### src/rtl/fetch_sequencer_pkg.sv
// rtl/fetch_sequencer_pkg.sv - shared opcode and state definitions for the fetch sequencer
package fetch_sequencer_pkg;

  localparam int OPC_W = 5;
  localparam logic [OPC_W-1:0] OPC_HALT = 5'b00000;

  localparam logic [1:0] ST_IDLE  = 2'd0;
  localparam logic [1:0] ST_FETCH = 2'd1;
  localparam logic [1:0] ST_ISSUE = 2'd2;
  localparam logic [1:0] ST_HALT  = 2'd3;

  typedef enum logic [1:0] {
    S_IDLE  = ST_IDLE,
    S_FETCH = ST_FETCH,
    S_ISSUE = ST_ISSUE,
    S_HALT  = ST_HALT
  } state_t;

  // Opcode occupies the top OPC_W bits of the instruction word
  function automatic int opc_lsb(input int db);
    return db - OPC_W;
  endfunction

endpackage

### src/rtl/fetch_sequencer_pc_counter.sv
// rtl/fetch_sequencer_pc_counter.sv - program counter register with load-over-increment priority
module pc_counter #(
  parameter int AB = 11
) (
  input  logic          clk,
  input  logic          rst_n,
  input  logic          i_load,
  input  logic          i_inc,
  input  logic [AB-1:0] i_load_val,
  output logic [AB-1:0] o_pc
);

  logic [AB-1:0] r_pc;

  always_ff @(posedge clk or negedge rst_n) begin
    if (!rst_n) begin
      r_pc <= '0;
    end else if (i_load) begin
      r_pc <= i_load_val;
    end else if (i_inc) begin
      r_pc <= r_pc + AB'(1);
    end
  end

  assign o_pc = r_pc;

endmodule

### src/rtl/fetch_sequencer.sv
// rtl/fetch_sequencer.sv - instruction fetch sequencer: PC, program-memory address, issue handshake
module fetch_sequencer
  import fetch_sequencer_pkg::*;
#(
  parameter int AB = 11,
  parameter int DB = 16
) (
  input  logic          clk,
  input  logic          rst_n,
  input  logic          start,
  input  logic          step,
  output logic [AB-1:0] pm_addr,
  input  logic [DB-1:0] pm_data,
  output logic [DB-1:0] instr,
  output logic          instr_valid,
  input  logic          cpu_ready,
  input  logic          jmp_en,
  input  logic [AB-1:0] jmp_addr,
  output logic [AB-1:0] pc,
  output logic          halted,
  output logic          busy
);

  localparam int OPC_LSB = opc_lsb(DB);

  state_t        r_state, w_state_nxt;
  logic          r_run_mode, w_run_mode_nxt;
  logic          r_halted, w_halted_nxt;
  logic [AB-1:0] r_pm_addr, w_pm_addr_nxt;
  logic [DB-1:0] r_instr;
  logic [AB-1:0] w_pc, w_pc_plus1;
  logic          w_accept, w_is_halt, w_pc_load, w_pc_inc;

  assign w_accept   = (r_state == S_ISSUE) && cpu_ready;
  assign w_is_halt  = (r_instr[DB-1:OPC_LSB] == OPC_HALT);
  assign w_pc_plus1 = w_pc + AB'(1);
  // A HALT word always advances by one; the core's jump request is dropped
  assign w_pc_load  = w_accept && !w_is_halt && jmp_en;
  assign w_pc_inc   = w_accept && !w_pc_load;

  pc_counter #(.AB(AB)) u_pc_counter (
    .clk        (clk),
    .rst_n      (rst_n),
    .i_load     (w_pc_load),
    .i_inc      (w_pc_inc),
    .i_load_val (jmp_addr),
    .o_pc       (w_pc)
  );

  always_comb begin
    w_state_nxt    = r_state;
    w_run_mode_nxt = r_run_mode;
    w_halted_nxt   = r_halted;
    w_pm_addr_nxt  = r_pm_addr;
    case (r_state)
      S_IDLE, S_HALT: begin
        if (start || step) begin
          w_state_nxt    = S_FETCH;
          w_run_mode_nxt = start;
          w_halted_nxt   = 1'b0;
          w_pm_addr_nxt  = w_pc;
        end
      end
      S_FETCH: w_state_nxt = S_ISSUE;
      S_ISSUE: begin
        if (cpu_ready) begin
          if (w_is_halt) begin
            w_state_nxt  = S_HALT;
            w_halted_nxt = 1'b1;
          end else if (r_run_mode) begin
            // Address the next PC directly so a jump never fetches down the wrong path
            w_state_nxt   = S_FETCH;
            w_pm_addr_nxt = jmp_en ? jmp_addr : w_pc_plus1;
          end else begin
            w_state_nxt = S_IDLE;
          end
        end
      end
      default: w_state_nxt = S_IDLE;
    endcase
  end

  always_ff @(posedge clk or negedge rst_n) begin
    if (!rst_n) begin
      r_state    <= S_IDLE;
      r_run_mode <= 1'b0;
      r_halted   <= 1'b0;
      r_pm_addr  <= '0;
      r_instr    <= '0;
    end else begin
      r_state    <= w_state_nxt;
      r_run_mode <= w_run_mode_nxt;
      r_halted   <= w_halted_nxt;
      r_pm_addr  <= w_pm_addr_nxt;
      if (r_state == S_FETCH) begin
        r_instr <= pm_data;
      end
    end
  end

  assign pm_addr     = r_pm_addr;
  assign instr       = r_instr;
  assign instr_valid = (r_state == S_ISSUE);
  assign pc          = w_pc;
  assign halted      = r_halted;
  assign busy        = (r_state == S_FETCH) || (r_state == S_ISSUE);

endmodule

### config.mk
export PLATFORM = sky130hd
export DESIGN_NAME = fetch_sequencer
export DESIGN_NICKNAME = d
export VERILOG_FILES = /design/src/rtl/fetch_sequencer_pkg.sv /design/src/rtl/fetch_sequencer_pc_counter.sv /design/src/rtl/fetch_sequencer.sv
export SDC_FILE = /design/constraint.sdc
export NUM_CORES = 1
export LEC_CHECK = 0
export ABC_AREA = 0
export CAP_MARGIN = 10
export CORE_ASPECT_RATIO = 1.5
export CORE_UTILIZATION = 35
export DETAILED_ROUTE_END_ITERATION = 8
export HOLD_SLACK_MARGIN = 0.03
export PLACE_DENSITY = 0.65
export SLEW_MARGIN = 20
export SYNTH_ARGS = -nofsm -noshare
export SYNTH_HDL_FRONTEND = slang
export SYNTH_SLANG_ARGS = --single-unit
### constraint.sdc
create_clock -name clk -period 2.2 [get_ports clk]
set_clock_uncertainty 0.15 [all_clocks]
set_input_delay 0.44 -clock clk [delete_from_list [all_inputs] [get_ports clk]]
set_output_delay 0.44 -clock clk [all_outputs]
set_load 0.005 [all_outputs]
==> results of run 1 <==
## cells in the final DEF, fill, tap and decap left out, drive strengths merged, types with 3 or more instances in the layout
cell type,count
buf,20
a31oi,4
nor4,4
mux2i,12
mux2,23
a2bb2oi,4
nand3,11
nor2,7
dfrtp,42
inv,12
o31ai,3
o311ai,4
and3,4
or3,3
o21ai,12
nand2,18
ha,3
clkdlybuf4s50,70
a21oi,17
o211ai,3
a22oi,5
clkbuf,5
nor3,4
a211oi,3
## where the power goes
group	leakage (uW)	total, uW	switching, uW	internal (uW)
clock	0.0000504	636	298	338
combinational	0.000913	2790	1160	1630
sequential	0.000483	1520	356	1160
## layout make-up
cell class / count / area, um2 / share of cell area, %
multi-input combinational: 165 / 1220 / 34.9
sequential: 42 / 1050 / 30.1
timing repair buffer: 94 / 966 / 27.7
tap: 76 / 95.1 / 2.73
clock buffer: 5 / 68.8 / 1.97
clock inverter: 3 / 45.0 / 1.29
inverter: 12 / 45.0 / 1.29
## cell usage after synthesis (2+ instances only)
master and number:
nand3_1 11, dfrtp_1 42, mux2i_1 12, clkbuf_1 7, a21oi_1 17, nor2b_1 2, o31ai_1 3, o22ai_1 2
a22o_1 2, nor2_1 7, nor3_1 4, o311ai_0 4, o211ai_1 3, inv_1 12, buf_4 2, or3_1 3
a2bb2oi_1 4, nor4_1 3, a31oi_1 4, mux2_2 23, ha_1 3, o21ai_0 12, and3_1 4, a211oi_1 2
nand2_1 17, and2_1 2, a22oi_1 5, buf_2 6
## logic make-up after synthesis
| logic type | share of synthesized area (%) |
|---|---|
| multiplexers | 16.0 |
| buffers and inverters | 5.11 |
| adder cells (fa/ha/maj) | 1.58 |
| AND/OR/NAND/NOR | 14.8 |
| flip-flops | 44.2 |
| AO/OA/AOI/OAI | 18.3 |
## metal layers
metal | share of wire [%] | global-route usage [%]
met1 | 41 | 24.6
met2 | 52 | 35.0
met3 | 5.2 | 3.52
met4 | 2.0 | 7.85
met5 | 0 | 0
## flip-flops by register name (all words and copies together), names as in the netlist
register           flops
u_pc_counter.o_pc     11
r_run_mode             1
halted                 1
instr                 16
r_state                2
pm_addr               11
## timing repair
| action | in CTS | in global routing |
|---|---|---|
| gates resized for setup | 2 | 2 |
| endpoints found under the hold margin | 12 | 0 |
| endpoints found under the setup margin | 2 | 2 |
| cloned | 1 | 0 |
| hold buffers | 1 | 0 |
## path summary, 6_finish.rpt
path                                              to  slack [ps]  cells past startpoint
min in group asynchronous                  instr[12]         450                      2
worst min register to register              instr[4]         360                      1
worst min-delay path                        instr[4]         360                      1
worst max-delay path                           pc[2]         170                      1
max in group asynchronous       u_pc_counter.o_pc[1]         980                      3
worst max register to register            pm_addr[5]         210                      7
## metrics by stage
step,total power [uW],instances,hold WS [ps]
after global placement,4190,387,207
after detailed placement,4250,387,208
final,4940,397,359
after floorplan,2860,235,-5.59
after CTS,4980,397,364
after global routing,5300,397,380
==> metrics.cfg, run 1 <==
[outcome]
status=complete, no violations

[floorplan]
core_um2=6530
die_y_um=103
die_area_um2=7130
initial_core_util_pct=36.4
rows=36
die_width_um=69.3
num_io_pins=74

[sta]
drv_slew=0
finalHoldViolCount=0
fmax_ghz=0.494
period_share_pct=92.1
finalSetupViolCount=0
worst_pin_slew_ps=468
layout_min_cycle_time_ps=2030
max-slew-margin-rel_pct=68.8
setup_tns_ps=0
rsz0062_at_grt=false
setup_ws_ps=174

[global_route]
antenna_found_initial=0
grt_pass1_vias=2228
grt_max_degree=31
grt_pass1_wl_um=11100
grt.total_usage_pct=20.0
overflow=0

[clock_network]
postCtsSetupRepairBufs=0
h-tree-depth=2
clk_pin_slew_ps=90
clock-sinks=42
cts_buffer_depth=2
tritoncts=built
cts-root-buf=clkbuf_8
insertion_delay_ps=310
cts_buffers=5

[finish]
fin_area_um2=3490
final_nets=356
n_antenna_cell=0
syn2layout_area_growth_pct=46.8
fill_cells=585
utilization_pct=53.4
drive_gt1_share_pct=19.3

[worst_setup_path]
arrival_ps=1440
critPathCaptureType=primary output
crit_slowest_cell=clkdlybuf4s50_1
start_kind=flip-flop
crit_type=flip-flop to primary output
r2r_start=r_state[1]
timing.critical_path.fanout_max=10
crit_buf_inv=1
cp.required_ps=1610
crit_family=buffers and inverters
cpPeakStageDelay_ps=570
crit_chain=clkdlybuf4s50_1
critPathLaunch=u_pc_counter.o_pc[2]

[synth]
synth_area_leaders=dfrtp_1 44%, mux2_2 11%, mux2i_1 5.1%
synth_flop_cell=dfrtp_1
syn-num-nets=271
synth_cells=235
synth_cell_types=45
synth_area_um2=2380
synth.avg_cell_area_um2=10.1
synth.top_cell.area_share_pct=44.2
asyncSetResetFlopFracSynth_pct=100
ys_seq_area_share_pct=44.2
synth_edf_count=0
synth_top_cell_by_area=dfrtp_1
ys_seq_elements=42
yosysWarningCount=0

[job]
cap_violations=0

[placement]
dpl_worst_slack_ps=42.1
place_area_um2=3310
dp_hpwl_um=4900
portBuffers=73
place_congestion=0.879

[min_path]
hold_class=flip-flop to flip-flop
hp-start=instr[4]

[route]
routed_wl_um=6800
drt-pass1-iter-count=4
dr_total_vias=2180
viasPerCell=5.49
wire_per_inst_um=17.1
drc=0
drtIter0Drc=133
ant_nets=0

[power]
p_leak_uw=0.00145
ir_worst_vdd_uv=651
p_per_area_nw_per_um2=1420

Power figures use the tool's default switching activity.
==> run 2: changes to the inputs <==
--- a/config.mk
+++ b/config.mk
@@ -8,10 +8,10 @@
 export ABC_AREA = 0
 export CAP_MARGIN = 10
 export CORE_ASPECT_RATIO = 1.5
-export CORE_UTILIZATION = 35
+export CORE_UTILIZATION = 42
 export DETAILED_ROUTE_END_ITERATION = 8
 export HOLD_SLACK_MARGIN = 0.03
-export PLACE_DENSITY = 0.65
+export PLACE_DENSITY = 0.76
 export SLEW_MARGIN = 20
 export SYNTH_ARGS = -nofsm -noshare
 export SYNTH_HDL_FRONTEND = slang
==> metrics.cfg, run 2 (synthesis results as in run 1) <==
[floorplan]
die_width_um=63.4  ; -8.5%
num_io_pins=74  ; unchanged
initial_core_util_pct=43.6  ; +7.2 points
rows=33  ; -8.3%
core_um2=5450  ; -17%
die_area_um2=5970  ; -16%
die_y_um=94.1  ; -8.5%

[worst_setup_path]
cp.required_ps=1610  ; about the same
cpPeakStageDelay_ps=510  ; -60 ps
crit_buf_inv=2  ; +1
timing.critical_path.fanout_max=6  ; -4
arrival_ps=1460  ; +20 ps
crit_family=buffers and inverters
r2r_start=r_state[0]
crit_slowest_cell=clkdlybuf4s50_1
critPathCaptureType=primary output
start_kind=flip-flop
crit_chain=inv_2 -> ha_4 -> clkdlybuf4s50_1
crit_type=flip-flop to primary output
critPathLaunch=r_state[0]

[power]
p_per_area_nw_per_um2=1400  ; -1.1%
ir_worst_vdd_uv=765  ; +17%
p_leak_uw=0.00143  ; -1.3%

[global_route]
antenna_found_initial=0  ; unchanged
grt_pass1_vias=2263  ; +1.6%
grt_pass1_wl_um=10600  ; -4.8%
grt_max_degree=24  ; -23%
grt.total_usage_pct=22.6  ; +2.6 points
overflow=0  ; unchanged

[clock_network]
h-tree-depth=2  ; unchanged
clock-sinks=42  ; unchanged
cts_buffers=5  ; unchanged
cts-root-buf=clkbuf_8
cts_buffer_depth=2  ; unchanged
tritoncts=built
clk_pin_slew_ps=80  ; about the same
insertion_delay_ps=300  ; about the same

[job]
cap_violations=0  ; unchanged

[sta]
max-slew-margin-rel_pct=67.7  ; -1.1 points
period_share_pct=93.2  ; +1.1 points
rsz0062_at_grt=false
drv_slew=0  ; unchanged
finalSetupViolCount=0  ; unchanged
setup_tns_ps=0  ; unchanged
layout_min_cycle_time_ps=2050  ; +24.1 ps
fmax_ghz=0.488  ; -1.2%
finalHoldViolCount=0  ; unchanged
worst_pin_slew_ps=484  ; +16.4 ps

[finish]
fin_cells=392  ; -1.3%
final_cell_mix=71 x clkdlybuf4s50_1, 42 x dfrtp_1, 23 x mux2_2
n_antenna_cell=0  ; unchanged
mostFrequentLayoutCell=clkdlybuf4s50_1
largest_reg_flops=16  ; unchanged
final_nets=357  ; +0.28%
utilization_pct=63.2  ; +9.8 points
drive_gt1_share_pct=19.6  ; +0.25 points
syn2layout_area_growth_pct=44.9

[placement]
portBuffers=73  ; unchanged
dp_hpwl_um=4550  ; -7.2%
dp.cells=382  ; -1.3%
place_congestion=0.894  ; +1.6%

[route]
wire_per_inst_um=16.0  ; -6.5%
drc=0  ; unchanged
viasPerCell=5.74  ; +4.6%
drtIter0Drc=82  ; -38%
drt-pass1-iter-count=4  ; unchanged
ant_nets=0  ; unchanged
routed_wl_um=6270  ; -7.7%
dr_total_vias=2252  ; +3.3%

[outcome]
status=complete, no violations

[min_path]
hold_class=flip-flop to flip-flop
hp-start=instr[4]

==> run 2: layout make-up <==
class                      count  area, um2
timing repair buffer          95        933
clock inverter                 3       40.0
clock buffer                   5       68.8
inverter                      12       45.0
fill                         488       2010
sequential                    42       1050
tap                           70       87.6
multi-input combinational    165       1220
==> run 2: through the flow <==
stage               instance area [um2]  hold WS, ps  setup WS, ps  total power (uW)
floorplan                          2380        -5.59           191              2860
global placement                   3300          276          39.6              4120
detailed placement                 3300          282         -1.15              4170
CTS                                3430          364          26.0              4830
global route                       3440          382          70.4              5180
finish                             3440          361           150              4820
==> run 2: repair_timing <==
item / in CTS / in global routing
resized for setup: 2 / 1
setup endpoints to repair: 1 / 1
buffers inserted: 0 / 1
hold buffers: 1 / 0
cloned: 0 / 0
endpoints found under the hold margin: 19 / 0
==> run 2: layer usage <==
layer	up-vias	wire (um)	GRT usage, %	share of wire, %
met5	-	0	0	0
met4	0	191	11.4	3.0
met3	20	336	4.13	5.4
met2	104	3260	38.2	52
met1	1088	2490	27.2	40
li1	1040	-	-	-
==> run 2: worst reg2reg max path, cell delays in order (launching register included) <==
cell     delay [ps]
dfrtp_1         400
inv_2            90
ha_4            170
buf_4           190
inv_1           130
or3_1           390
o311a_1         140
mux2_2          260
==> run 2: path summary, 6_finish.rpt <==
check | cells after the start | to | slack (ps)
setup / recovery | 3 | instr_valid | 150
hold / removal | 1 | instr[4] | 360
setup reg to reg | 7 | pm_addr[9] | 180
hold reg to reg | 1 | instr[4] | 360
max in group asynchronous | 3 | instr[12] | 930
min in group asynchronous | 2 | instr[5] | 470
==> run 2: power by group <==
| part | internal, uW | leakage [uW] | switching [uW] |
|---|---|---|---|
| sequential | 1160 | 0.000483 | 330 |
| combinational | 1560 | 0.000887 | 1150 |
| clock | 334 | 0.0000579 | 282 |
| total | 3060 | 0.00143 | 1760 |
==> RTL change: new RTL, settings of run 2 <==
`AB` is set to 11 in 2 places; all go to 22.
--- a/src/rtl/fetch_sequencer_pc_counter.sv
+++ b/src/rtl/fetch_sequencer_pc_counter.sv
@@ -1,6 +1,6 @@
 // rtl/fetch_sequencer_pc_counter.sv - program counter register with load-over-increment priority
 module pc_counter #(
-  parameter int AB = 11
+  parameter int AB = 22
 ) (
   input  logic          clk,
   input  logic          rst_n,
--- a/src/rtl/fetch_sequencer.sv
+++ b/src/rtl/fetch_sequencer.sv
@@ -2,7 +2,7 @@
 module fetch_sequencer
   import fetch_sequencer_pkg::*;
 #(
-  parameter int AB = 11,
+  parameter int AB = 22,
   parameter int DB = 16
 ) (
   input  logic          clk,
Ports: changed (resized jmp_addr, pc and pm_addr); port bits go from 74 to 107. The function was not compared with the original's and may differ.
==> RTL change against run 2 <==
- sequential cell count up 22
- design area up 62%
- wire length up 95%
- total power up 74%
- critical endpoint is now pm_addr[17]
- cell count up 71%
- area after synthesis up 59%
- setup slack worse by 0.055 ns
- first-iteration DRC count rose to 3.6 times the old value
- combinational power up 62%
- clock power rose to 2.6 times the old value
==> RTL change: results (changes against run 2) <==
Outcome:
- The run finished with clean final reports.

Finish:
- The multi-input logic portion of the cell area is 0.351 (-0.00215).
- The number of non-clock inverters is 10 (-2).
- The storage element area is 0.00160 mm² (+52%).
- The net count reported at finish is 601 (+68%).
- The proportion of cell area spent on the clock network was 0.0614 (+0.0298).
- The layout filler cell count is 751 (+54%).
- The non-clock buffer share of cell area is 0.268 (-0.00323).

Routing:
- The wire length per cell came to 18.3 µm (+14%).
- The detailed-route vias per instance is 5.95 (+3.5%).

Power and ir drop:
- The sequential power is 2400 µW (+61%).
- The power consumed by combinational cells came to 4380 µW (+62%).

Clock network:
- The number of buffers created by CTS is 9 (+4).
- The library cell used as clock root buffer is sky130_fd_sc_hd__clkbuf_16.
- The total clock sinks came to 64 (+52%).
- The clock-pin slew on the worst setup and hold paths is 0.06 ns (-0.02 ns).
- The number of levels the H-tree was split into is 3 (+1).
- The clock insertion delay at the later pin of the skew report is 0.34 ns (+0.04 ns).

GRT:
- The largest net degree at the start of global routing is 65 (+170%).
- The wire length of the first global-routing pass is 19600 µm (+85%).

Synth:
- The share of synthesized area occupied by flip-flops and latches is 0.425 (-0.0172).
- The count of distinct cell types in the synthesized netlist is 54 (+20%).
- By count the netlist is led by 64 x sky130_fd_sc_hd__dfrtp_1, 48 x sky130_fd_sc_hd__nand2_1, 38 x sky130_fd_sc_hd__a21oi_1.

Worst setup path:
- The largest stage delay on the critical path is 0.59 ns (+0.08 ns).
- The slowest stage of the critical path belongs to the cell sky130_fd_sc_hd__or4_4.
RTL change: changes by cell type after synthesis, sizes merged, moves of 7 or more:
cell	run 2	this run
mux2i	12	5
nand2	18	48
nand4	2	14
nor2	7	31
buf	8	20
o21ai	12	37
a21oi	17	38
o22ai	2	14
dfrtp	42	64
mux2	23	16
clkbuf	8	17
RTL change: kinds of logic (layout without fill, tap and decap cells):
group,Yosys count,count (layout),synth area share
xor+xnor,8,8,0.0186
fa+ha+maj,3,3,0.00996
mux,21,21,0.0611
flops,64,64,0.425
simple gates,135,135,0.173
buf+inv,47,182,0.0595
compound gates,146,146,0.253
RTL change: repair_timing:
action / 4_1_cts / 5_1_grt
cloned: 0 / 1
pin swaps: 0 / 1
endpoints found under the hold margin: 64 / 0
resized for setup: 2 / 6
setup endpoints to repair: 2 / 10
setup buffers: 2 / 3
hold buffers: 1 / 0
RTL change: routing by layer:
| metal | wire [µm] | share of wire | GRT usage | up-vias |
|---|---|---|---|---|
| met5 | 0 | 0 | 0 | - |
| li1 | - | - | - | 1830 |
| met3 | 823 | 0.067 | 0.0612 | 41 |
| met1 | 4430 | 0.36 | 0.288 | 1925 |
| met2 | 6430 | 0.53 | 0.480 | 183 |
| met4 | 525 | 0.043 | 0.166 | 0 |
RTL change: worst paths after layout:
path	end	from	slack [ns]	depth (start not counted)
setup / recovery	pm_addr[17]	instr[11]	0.09	6
hold / removal	pm_addr[4]	pm_addr[4]	0.33	1
setup reg to reg	pm_addr[17]	instr[11]	0.09	6
hold reg to reg	pm_addr[4]	pm_addr[4]	0.33	1
max in group asynchronous	pm_addr[21]	rst_n	1.09	3
min in group asynchronous	pm_addr[20]	rst_n	0.48	3
